### config.mk
export PLATFORM = sky130hd
export DESIGN_NAME = fetch_decode_stage
export DESIGN_NICKNAME = d
export VERILOG_FILES = /design/src/rtl/fetch_decode_stage_pkg.sv /design/src/rtl/fetch_decode_stage_regfile.sv /design/src/rtl/fetch_decode_stage.sv
export SDC_FILE = /design/constraint.sdc
export NUM_CORES = 1
export LEC_CHECK = 0
export CORE_ASPECT_RATIO = 0.9
export CORE_MARGIN = 3
export CORE_UTILIZATION = 50
export DETAILED_ROUTE_END_ITERATION = 10
export GPL_ROUTABILITY_DRIVEN = 0
export MAX_ROUTING_LAYER = met4
export PLACE_DENSITY = 0.76
export RECOVER_POWER = 25
export SETUP_SLACK_MARGIN = 0.02
export SLEW_MARGIN = 20
export SYNTH_ARGS = -nofsm -noshare
export SYNTH_HDL_FRONTEND = slang
export SYNTH_SLANG_ARGS = --single-unit
export TNS_END_PERCENT = 50
### constraint.sdc
create_clock -name clk -period 3.2 [get_ports clk]
set_clock_uncertainty 0.1 [all_clocks]
set_input_delay 0.32 -clock clk [delete_from_list [all_inputs] [get_ports clk]]
set_output_delay 0.32 -clock clk [all_outputs]
set_load 0.1 [all_outputs]
### src/rtl/fetch_decode_stage_pkg.sv
// Shared definitions for the NanoQuarter front end and the execute stage.
//   - op encodings (instr[15:14]) and funct encodings (instr[2:0])
//   - fd_pipe_t: the fetch/decode -> execute pipeline register bundle
//   - FD_BUBBLE: the NOP bundle inserted on reset, redirect and load-use
package fetch_decode_stage_pkg;

  localparam int REG_W     = 16;
  localparam int REG_COUNT = 8;

  typedef enum logic [1:0] {
    OP_RTYPE = 2'b00,
    OP_IMM   = 2'b01,
    OP_MEM   = 2'b10,
    OP_CTRL  = 2'b11
  } op_e;

  // Memory-class functs
  localparam logic [2:0] FUNCT_LOAD  = 3'b000;
  localparam logic [2:0] FUNCT_STORE = 3'b001;
  // Control-class functs
  localparam logic [2:0] FUNCT_JMP   = 3'b000;
  localparam logic [2:0] FUNCT_JR    = 3'b001;
  localparam logic [2:0] FUNCT_BNE   = 3'b010;
  localparam logic [2:0] FUNCT_NOP   = 3'b111;

  typedef struct packed {
    logic              valid;
    logic [31:0]       pc;
    logic [REG_W-1:0]  reg1data;
    logic [REG_W-1:0]  reg2data;
    logic [7:0]        jtarget;
    logic [7:0]        idata;
    logic [5:0]        memaddr;
    logic [4:0]        boffset;
    logic [2:0]        funct;
    logic [1:0]        op;
    logic [1:0]        shamt;
    logic              bne;
    logic              jr;
    logic              jmp;
    logic              memread;
    logic              memwrite;
    logic [2:0]        wb_addr;
  } fd_pipe_t;

  // Bubble: everything zero except a control-class NOP encoding.
  localparam fd_pipe_t FD_BUBBLE = '{op: 2'b11, funct: 3'b111, default: '0};

endpackage

### src/rtl/fetch_decode_stage_regfile.sv
// nq_regfile: 8 x 16 register file.
//   clk, rst            : clock, synchronous active-high reset (clears all entries)
//   wb_en/wb_addr/wb_data : single write port, written on the rising edge
//   rd1_addr/rd1_data   : combinational read port 1 (with write bypass)
//   rd2_addr/rd2_data   : combinational read port 2 (with write bypass)
module nq_regfile
  import fetch_decode_stage_pkg::*;
(
  input  logic             clk,
  input  logic             rst,
  input  logic             wb_en,
  input  logic [2:0]       wb_addr,
  input  logic [REG_W-1:0] wb_data,
  input  logic [2:0]       rd1_addr,
  output logic [REG_W-1:0] rd1_data,
  input  logic [2:0]       rd2_addr,
  output logic [REG_W-1:0] rd2_data
);

  logic [REG_W-1:0] regs [REG_COUNT];

  always_ff @(posedge clk) begin
    if (rst) begin
      for (int i = 0; i < REG_COUNT; i++) regs[i] <= '0;
    end else if (wb_en) begin
      regs[wb_addr] <= wb_data;
    end
  end

  // A write landing this cycle is visible to a read in the same cycle.
  assign rd1_data = (wb_en && (wb_addr == rd1_addr)) ? wb_data : regs[rd1_addr];
  assign rd2_data = (wb_en && (wb_addr == rd2_addr)) ? wb_data : regs[rd2_addr];

endmodule

### src/rtl/fetch_decode_stage.sv
// fetch_decode_stage: PC, instruction fetch, decode, register read/bypass and
// the pipeline register feeding the execute stage.
//   clk, rst          : clock, synchronous active-high reset
//   imem_addr/imem_data : fetch address (current PC) and same-cycle instruction
//   stall             : hold PC and pipeline register
//   redirect/redirect_pc : next-PC override from execute, flushes the stage
//   wb_en/wb_addr/wb_data : register-file writeback from execute
//   valid_out .. wb_addr_out : registered decoded bundle
//
// Handshake: valid_out marks a real instruction in the pipeline register; stall
// is the consumer's "not ready" and freezes PC and the register (the bundle is
// held, not dropped). redirect overrides stall and replaces the bundle with a
// bubble.
module fetch_decode_stage
  import fetch_decode_stage_pkg::*;
#(
  parameter logic [31:0] RESET_PC = 32'h0000_0000,
  parameter logic [31:0] PC_STEP  = 32'd2
) (
  input  logic        clk,
  input  logic        rst,
  output logic [31:0] imem_addr,
  input  logic [15:0] imem_data,
  input  logic        stall,
  input  logic        redirect,
  input  logic [31:0] redirect_pc,
  input  logic        wb_en,
  input  logic [2:0]  wb_addr,
  input  logic [15:0] wb_data,
  output logic        valid_out,
  output logic [31:0] PC_out,
  output logic [15:0] reg1data_out,
  output logic [15:0] reg2data_out,
  output logic [7:0]  jtarget_out,
  output logic [7:0]  idata_out,
  output logic [5:0]  memaddr_out,
  output logic [4:0]  boffset_out,
  output logic [2:0]  funct_out,
  output logic [1:0]  op_out,
  output logic [1:0]  shamt_out,
  output logic        bne_out,
  output logic        jr_out,
  output logic        jmp_out,
  output logic        memread_out,
  output logic        memwrite_out,
  output logic [2:0]  wb_addr_out
);

  logic [31:0] pc_q;
  fd_pipe_t    pipe_q;
  fd_pipe_t    dec;

  op_e         op;
  logic [2:0]  rs;
  logic [2:0]  rt;
  logic [2:0]  funct;
  logic [15:0] rd1;
  logic [15:0] rd2;
  logic        reads_rs;
  logic        reads_rt;
  logic        load_use;

  assign op    = op_e'(imem_data[15:14]);
  assign rs    = imem_data[13:11];
  assign rt    = imem_data[10:8];
  assign funct = imem_data[2:0];

  assign imem_addr = pc_q;

  nq_regfile u_regfile (
    .clk      (clk),
    .rst      (rst),
    .wb_en    (wb_en),
    .wb_addr  (wb_addr),
    .wb_data  (wb_data),
    .rd1_addr (rs),
    .rd1_data (rd1),
    .rd2_addr (rt),
    .rd2_data (rd2)
  );

  // Which operands the current instruction really consumes; only those can
  // create a load-use dependency.
  assign reads_rs = (op != OP_CTRL) || (funct == FUNCT_JR) || (funct == FUNCT_BNE);
  assign reads_rt = (op == OP_RTYPE)
                 || ((op == OP_MEM)  && (funct == FUNCT_STORE))
                 || ((op == OP_CTRL) && (funct == FUNCT_BNE));

  assign load_use = pipe_q.valid && pipe_q.memread &&
                    ((reads_rs && (rs == pipe_q.wb_addr)) ||
                     (reads_rt && (rt == pipe_q.wb_addr)));

  always_comb begin
    dec          = FD_BUBBLE;
    dec.valid    = 1'b1;
    dec.pc       = pc_q;
    dec.reg1data = rd1;
    dec.reg2data = rd2;
    dec.jtarget  = imem_data[7:0];
    dec.idata    = imem_data[7:0];
    dec.memaddr  = imem_data[5:0];
    dec.boffset  = imem_data[4:0];
    dec.funct    = funct;
    dec.op       = imem_data[15:14];
    dec.shamt    = imem_data[4:3];
    dec.wb_addr  = rs;
    dec.memread  = (op == OP_MEM)  && (funct == FUNCT_LOAD);
    dec.memwrite = (op == OP_MEM)  && (funct == FUNCT_STORE);
    // jr is a register-indirect jump, so it also raises jmp.
    dec.jmp      = (op == OP_CTRL) && ((funct == FUNCT_JMP) || (funct == FUNCT_JR));
    dec.jr       = (op == OP_CTRL) && (funct == FUNCT_JR);
    dec.bne      = (op == OP_CTRL) && (funct == FUNCT_BNE) && (rd1 != rd2);
  end

  always_ff @(posedge clk) begin
    if (rst) begin
      pc_q      <= RESET_PC;
      pipe_q    <= FD_BUBBLE;
      pipe_q.pc <= RESET_PC;
    end else if (redirect) begin
      pc_q   <= redirect_pc;
      pipe_q <= FD_BUBBLE;
    end else if (stall) begin
      pc_q   <= pc_q;
      pipe_q <= pipe_q;
    end else if (load_use) begin
      // Re-fetch the same instruction next cycle once the load has moved on.
      pc_q   <= pc_q;
      pipe_q <= FD_BUBBLE;
    end else begin
      pc_q   <= pc_q + PC_STEP;
      pipe_q <= dec;
    end
  end

  assign valid_out    = pipe_q.valid;
  assign PC_out       = pipe_q.pc;
  assign reg1data_out = pipe_q.reg1data;
  assign reg2data_out = pipe_q.reg2data;
  assign jtarget_out  = pipe_q.jtarget;
  assign idata_out    = pipe_q.idata;
  assign memaddr_out  = pipe_q.memaddr;
  assign boffset_out  = pipe_q.boffset;
  assign funct_out    = pipe_q.funct;
  assign op_out       = pipe_q.op;
  assign shamt_out    = pipe_q.shamt;
  assign bne_out      = pipe_q.bne;
  assign jr_out       = pipe_q.jr;
  assign jmp_out      = pipe_q.jmp;
  assign memread_out  = pipe_q.memread;
  assign memwrite_out = pipe_q.memwrite;
  assign wb_addr_out  = pipe_q.wb_addr;

endmodule

# Word-level counts from Yosys, hierarchy flattened
# Memory sizes are Yosys's and may differ from the RTL's.
# Cells that the tools add are included.
# op_classes
add_sub_neg	1
n_eq_ne	12
mux	14
reduce_logical	23
# ops
operator	n
$mux 107	1
$mux 32	3
$mux 16	3
$add 32x2->32 const B	1
$ne 16x16->1	1
$reduce_or 16->1	1
$eq 3x3->1	4
$logic_and 1x1->1	12
$logic_or 1x1->1	6
$mux 1	6
$eq 2x2->1 const B	2
$ne 2x2->1 const B	2
$eq 3x1->1 const B	1
$eq 3x2->1 const B	1
$logic_not 3->1	1
$mux 3	1
$logic_not 2->1	1
$ne 2x1->1 const B	1
$reduce_and 2->1	1
$reduce_or 2->1	1
# word_totals
register_bits	139
mem_bits_rw	128
input_bits	72
output_inout_bits	139
memories	1
# mem_list
memory	words	word_bits	rd	rd_ports_with_merged_regs	write_ports	line_no	rtl
u_regfile.regs	8	16	2	0	8	fetch_decode_stage_regfile.sv:20	logic [REG_W-1:0] regs [REG_COUNT];

# Logic depth before layout (Yosys ltp)
# logic_depth
word_depth	10
ltp_mapped	10

# Hierarchy
# From an unflattened synthesis, not the netlist that was laid out.
# unflattened
cells_unflattened	1140
area_unflattened_um2	13115.1
# modules_own_cells
mod	instances	cells_each	area_per_inst_um2	seq_area_each_um2
nq_regfile	1	445	7453.4	3843.7
fetch_decode_stage	1	695	5661.7	2362.3

# Worst setup path after synthesis
# No wires, ideal clock.
# synth_path
kind	register -> register
start	register pc_q[3] (netlist: imem_addr[3])
end	register pc_q[25] (netlist: imem_addr[25])
setup_time_ns	0.086
arrival_ns	2.805
setup_slack_ns	0.209
path_stages_with_launch	9
path_buffers	1
path_cell_list	dfxtp_1 > and4_4 > nand4_4 > nor4_4 > buf_6 > nand3_1 > nor4_2 > xnor2_1 > a211oi_1
# synth_via
elab_chain_cells	4
# synth_rtl
item	line_no	rtl
from (decl)	fetch_decode_stage.sv:49	logic [31:0] pc_q;
from (signal assigned)	fetch_decode_stage.sv:121	pc_q <= redirect_pc;
from (signal assigned)	fetch_decode_stage.sv:124	pc_q <= pc_q;
from (signal assigned)	fetch_decode_stage.sv:128	pc_q <= pc_q;
$add 32x2->32	fetch_decode_stage.sv:131	pc_q <= pc_q + PC_STEP;
$mux 32	fetch_decode_stage.sv:126	end else if (load_use) begin
$mux 32	fetch_decode_stage.sv:123	end else if (stall) begin
$mux 32	fetch_decode_stage.sv:120	end else if (redirect) begin
# Every way passes these cells. The select of a mux whose other input is x is not followed.
# A chain may end at the register's enable or synchronous reset.

# Worst setup path after layout
# layout_path
start	register pc_q[4] (netlist: imem_addr[4])
end	register pc_q[31] (netlist: imem_addr[31])
# Same word-level chain as after synthesis.

==> flow_metrics.py <==
metrics = {
    "sta": {
        "setup_tns_ns": 0,
        "tightestPinTransition_ns": 1.284,
        "fin_crit_ns": 2.709,
        "final-hold-violation-count": 0,
        "timing.final.crit_share": 0.8466,
        "setup_repair_after_global_routing_missed_its_margin": "false",
        "setup_violators_final": 0,
        "slew-limit-headroom": 0.1478,
        "maximum_clock_frequency_mhz": 369.1,
        "final_report_max_slew_violation_count": 0,
    },
    "finish": {
        "antenna_cells_inserted": 0,
        "syn_to_final_growth_pct": 24.32,
        "nets": 1330,
        "share_of_cells_above_drive_strength_1": 0.1972,
        "non_filler_cells_in_the_finished_layout": 1614,
    },
    "global_route": {
        "grt_max_degree": 83,
        "grtUsageTotal": 0.2659,
        "first_global_vias": 9366,
        "antenna_found_initial": 0,
        "grt_first_pass_wirelength_um": 54880,
        "grt_overflow_total": 0,
    },
    "clock_network": {
        "cts-resized-gates": 0,
        "cts.reportedPaths.clkPinSlew_ns": 0.06,
        "cts.hold.buffers_added": 0,
        "cts_tree": "yes",
        "clock_sink_count": 246,
        "htree_num_levels": 1,
        "clkLatencyLatePin_ns": 0.54,
        "cts.path.max_buffers": 3,
        "clockRootBuffer": "clkbuf_16",
        "number_of_buffers_added_for_setup_after_cts": 0,
        "cts_made_buffers": 27,
    },
    "floorplan": {
        "die_width_um": 173.0,
        "core_um2": 24460,
        "die_height_um": 156.3,
        "floorplan.io_pins": 211,
        "initial_core_util": 0.5131,
        "fp-row-count": 54,
        "dieArea_um2": 27040,
    },
    "placement": {
        "place.detailed.hpwl_um": 23590,
        "numPlacedInstances": 1563,
        "buffer_ports.inserted": 210,
    },
    "critical_path": {
        "path_max_fanout": 12,
        "critPathRequiredTime_ns": 3.57,
        "timing_worst_setup_path_type": "reg2reg",
        "critical-path-slowest-cell": "nor4_4",
        "worst-endpoint-arrival_ns": 3.07,
        "crit_path_cell_trace": "and4_4 -> nand4_4 -> nor4_4 -> nand4_1 -> nor4_1 -> xnor2_1 -> a211oi_1",
        "cpPeakStageDelay_ns": 0.74,
        "setup.worst_path.start_class": "flop",
        "end_kind": "flop",
    },
    "pwr": {
        "share_comb_of_total_power": 0.199,
        "share_seq_of_total_power": 0.432,
        "internal-power_uw": 5910,
        "power_frac_clock": 0.369,
        "power.switching_fraction": 0.2926,
        "ir_drop_mv": 0.4220,
        "static-leakage-power_uw": 0.005601,
        "powerDensity_nw_per_um2": 535.5,
        "p_sw_uw": 2445,
    },
    "synth": {
        "synth_sequential_area_ratio": 0.4945,
        "synthesis.yosys.warnings": 0,
        "synthesis.nets": 1135,
        "synthesis.area_per_instance_um2": 11.82,
        "synthMuxAreaShare": 0.1699,
        "yosys.cell_types.count": 58,
        "synth_xor_xnor_area_share": 0.03629,
        "syn_area_um2": 12550,
        "share_of_the_synthesized_area_in_compound_gates_ao_oa_aoi_oai": 0.07079,
        "synth_top_family_by_area": "simple AND/OR/NAND/NOR gates",
        "synthSimpleGateAreaFrac": 0.1736,
        "postSynthCellCount": 1062,
        "yosys_register_bits": 246,
        "adder_and_majority_cell_fraction_of_the_synthesized_area": 0.0009970,
    },
    "drt": {
        "finalWirelength_um": 36210,
        "initialDrtViolationCount": 1084,
        "dr.pass1.iters": 5,
        "route.detailed.vias_per_inst": 5.897,
        "ant_nets": 0,
        "remaining_drc_errors": 0,
        "route.vias.total": 9517,
        "routed_wire_length_per_instance_um": 22.43,
    },
    "flow_run": {
        "max_cap_viol_count": 0,
    },
    "min_path": {
        "hp-class": "in2reg",
    },
    "run_status": {
        "status": "completed",
    },
}
## layout make-up
| type | count | area, µm² |
|---|---|---|
| Fill cell | 1944 | 8857 |
| Sequential cell | 246 | 6206 |
| Multi-Input combinational cell | 701 | 5674 |
| Timing Repair Buffer | 269 | 2362 |
| Clock buffer | 45 | 864.6 |
| Tap cell | 336 | 420.4 |
| Inverter | 12 | 45.04 |
| Clock inverter | 5 | 28.78 |
## power groups by stage
stage | clock, µW | combinational (µW) | sequential [µW]
floorplan | 0 | 730 | 4080
global placement | 0 | 1640 | 3660
detailed placement | 0 | 1660 | 3670
CTS | 3130 | 1670 | 3610
global route | 3230 | 1740 | 3630
finish | 3090 | 1660 | 3610
## metal layers
layer,vias to the layer above,global-route usage,wire length [µm],part of all wire
met3,60,0.05434,3362,0.093
met5,-,-,0,0
li1,4311,-,-,-
met1,4650,0.3532,14760,0.41
met4,0,0.06214,787,0.022
met2,496,0.4263,17300,0.48
## per-stage QoR
step                area, µm²  power [µW]  utilization  hold WS (ns)  setup slack [ns]
finish                  15600        8355       0.6379        0.2478            0.4910
CTS                     15720        8404       0.6426        0.2386            0.5307
global placement        14820        5303       0.6060        0.3541            0.1046
detailed placement      14820        5334       0.6060        0.3577          -0.02173
floorplan               12550        4809            -        0.3590            0.2090
global route            15600        8598       0.6379        0.2633            0.3212
## cell families after synthesis
kind of cell	Yosys count
XOR/XNOR	52
AO/OA/AOI/OAI	128
flip-flops	246
multiplexers	129
AND/OR/NAND/NOR	391
adder cells (fa/ha/maj)	1
buffers and inverters	115
## cell usage in the layout, fill, tap and decap left out, types with 25 or more instances in the layout
cell type,netlist,final
and2_1,128,87
a21oi_1,38,38
mux4_2,64,64
and2_0,0,41
dfxtp_1,118,118
xnor2_1,34,34
edfxtp_1,128,128
buf_4,31,68
clkbuf_1,43,42
nor3_1,38,38
mux2i_1,33,33
nand2_1,27,27
clkdlybuf4s50_1,0,152
mux2_2,32,32
a22oi_1,43,43
a211oi_1,25,25
clkbuf_16,0,29
nor2_1,116,115
## path summary, 6_finish.rpt
check / start / end / slack, ns / cells past startpoint
setup / recovery: imem_addr[4] / imem_addr[31] / 0.49 / 7
hold / removal: redirect_pc[28] / imem_addr[28] / 0.25 / 3
setup reg to reg: imem_addr[4] / imem_addr[31] / 0.49 / 7
hold reg to reg: jmp_out / jmp_out / 0.37 / 2
## critical path: cells and delay by family, from the launching register on
| kind | cells | cell delay, ns |
|---|---|---|
| AOI/OAI and AO/OA | 1 | 0.22 |
| DFF | 1 | 0.49 |
| xor gates and xnor gates | 1 | 0.12 |
| and+or+nand+nor | 5 | 1.70 |
## synth_stat cells (all sizes together)
| master | number | share of area |
|---|---|---|
| a2111oi | 3 | 0.0027 |
| a211oi | 25 | 0.015 |
| a21o | 3 | 0.0018 |
| a21oi | 39 | 0.016 |
| a22oi | 43 | 0.026 |
| a311oi | 6 | 0.0042 |
| a32o | 1 | 0.00080 |
| and2 | 129 | 0.064 |
| and3 | 4 | 0.0022 |
| and4 | 5 | 0.0038 |
| buf | 56 | 0.033 |
| clkbuf | 46 | 0.016 |
| clkinv | 1 | 0.00030 |
| dfxtp | 118 | 0.19 |
| dlygate4sd3 | 1 | 0.00080 |
| edfxtp | 128 | 0.31 |
| ha | 1 | 0.0010 |
| inv | 11 | 0.0033 |
| mux2 | 32 | 0.029 |
| mux2i | 33 | 0.026 |
| mux4 | 64 | 0.11 |
| nand2 | 27 | 0.0081 |
| nand2b | 2 | 0.0010 |
| nand3 | 9 | 0.0040 |
| nand3b | 2 | 0.0012 |
| nand4 | 15 | 0.0097 |
| nand4b | 1 | 0.00070 |
| nand4bb | 1 | 0.00090 |
| nor2 | 116 | 0.035 |
| nor3 | 38 | 0.015 |
| nor4 | 27 | 0.019 |
| nor4b | 2 | 0.0014 |
| o2111ai | 2 | 0.0014 |
| o21ai | 2 | 0.00080 |
| o22ai | 4 | 0.0020 |
| or2 | 9 | 0.0045 |
| or3 | 1 | 0.00060 |
| or3b | 2 | 0.0014 |
| or4 | 1 | 0.00060 |
| xnor2 | 34 | 0.024 |
| xor2 | 18 | 0.013 |
## registers in the layout, summed over array words and instances (netlist names), 2 cells and up
| name | count |
|---|---|
| u_regfile.regs | 128 |
| imem_addr | 32 |
| funct_out | 3 |
| jtarget_out | 8 |
| reg2data_out | 16 |
| op_out | 2 |
| PC_out | 32 |
| wb_addr_out | 3 |
| reg1data_out | 16 |
No activity file was read; power rests on OpenSTA's default activity.
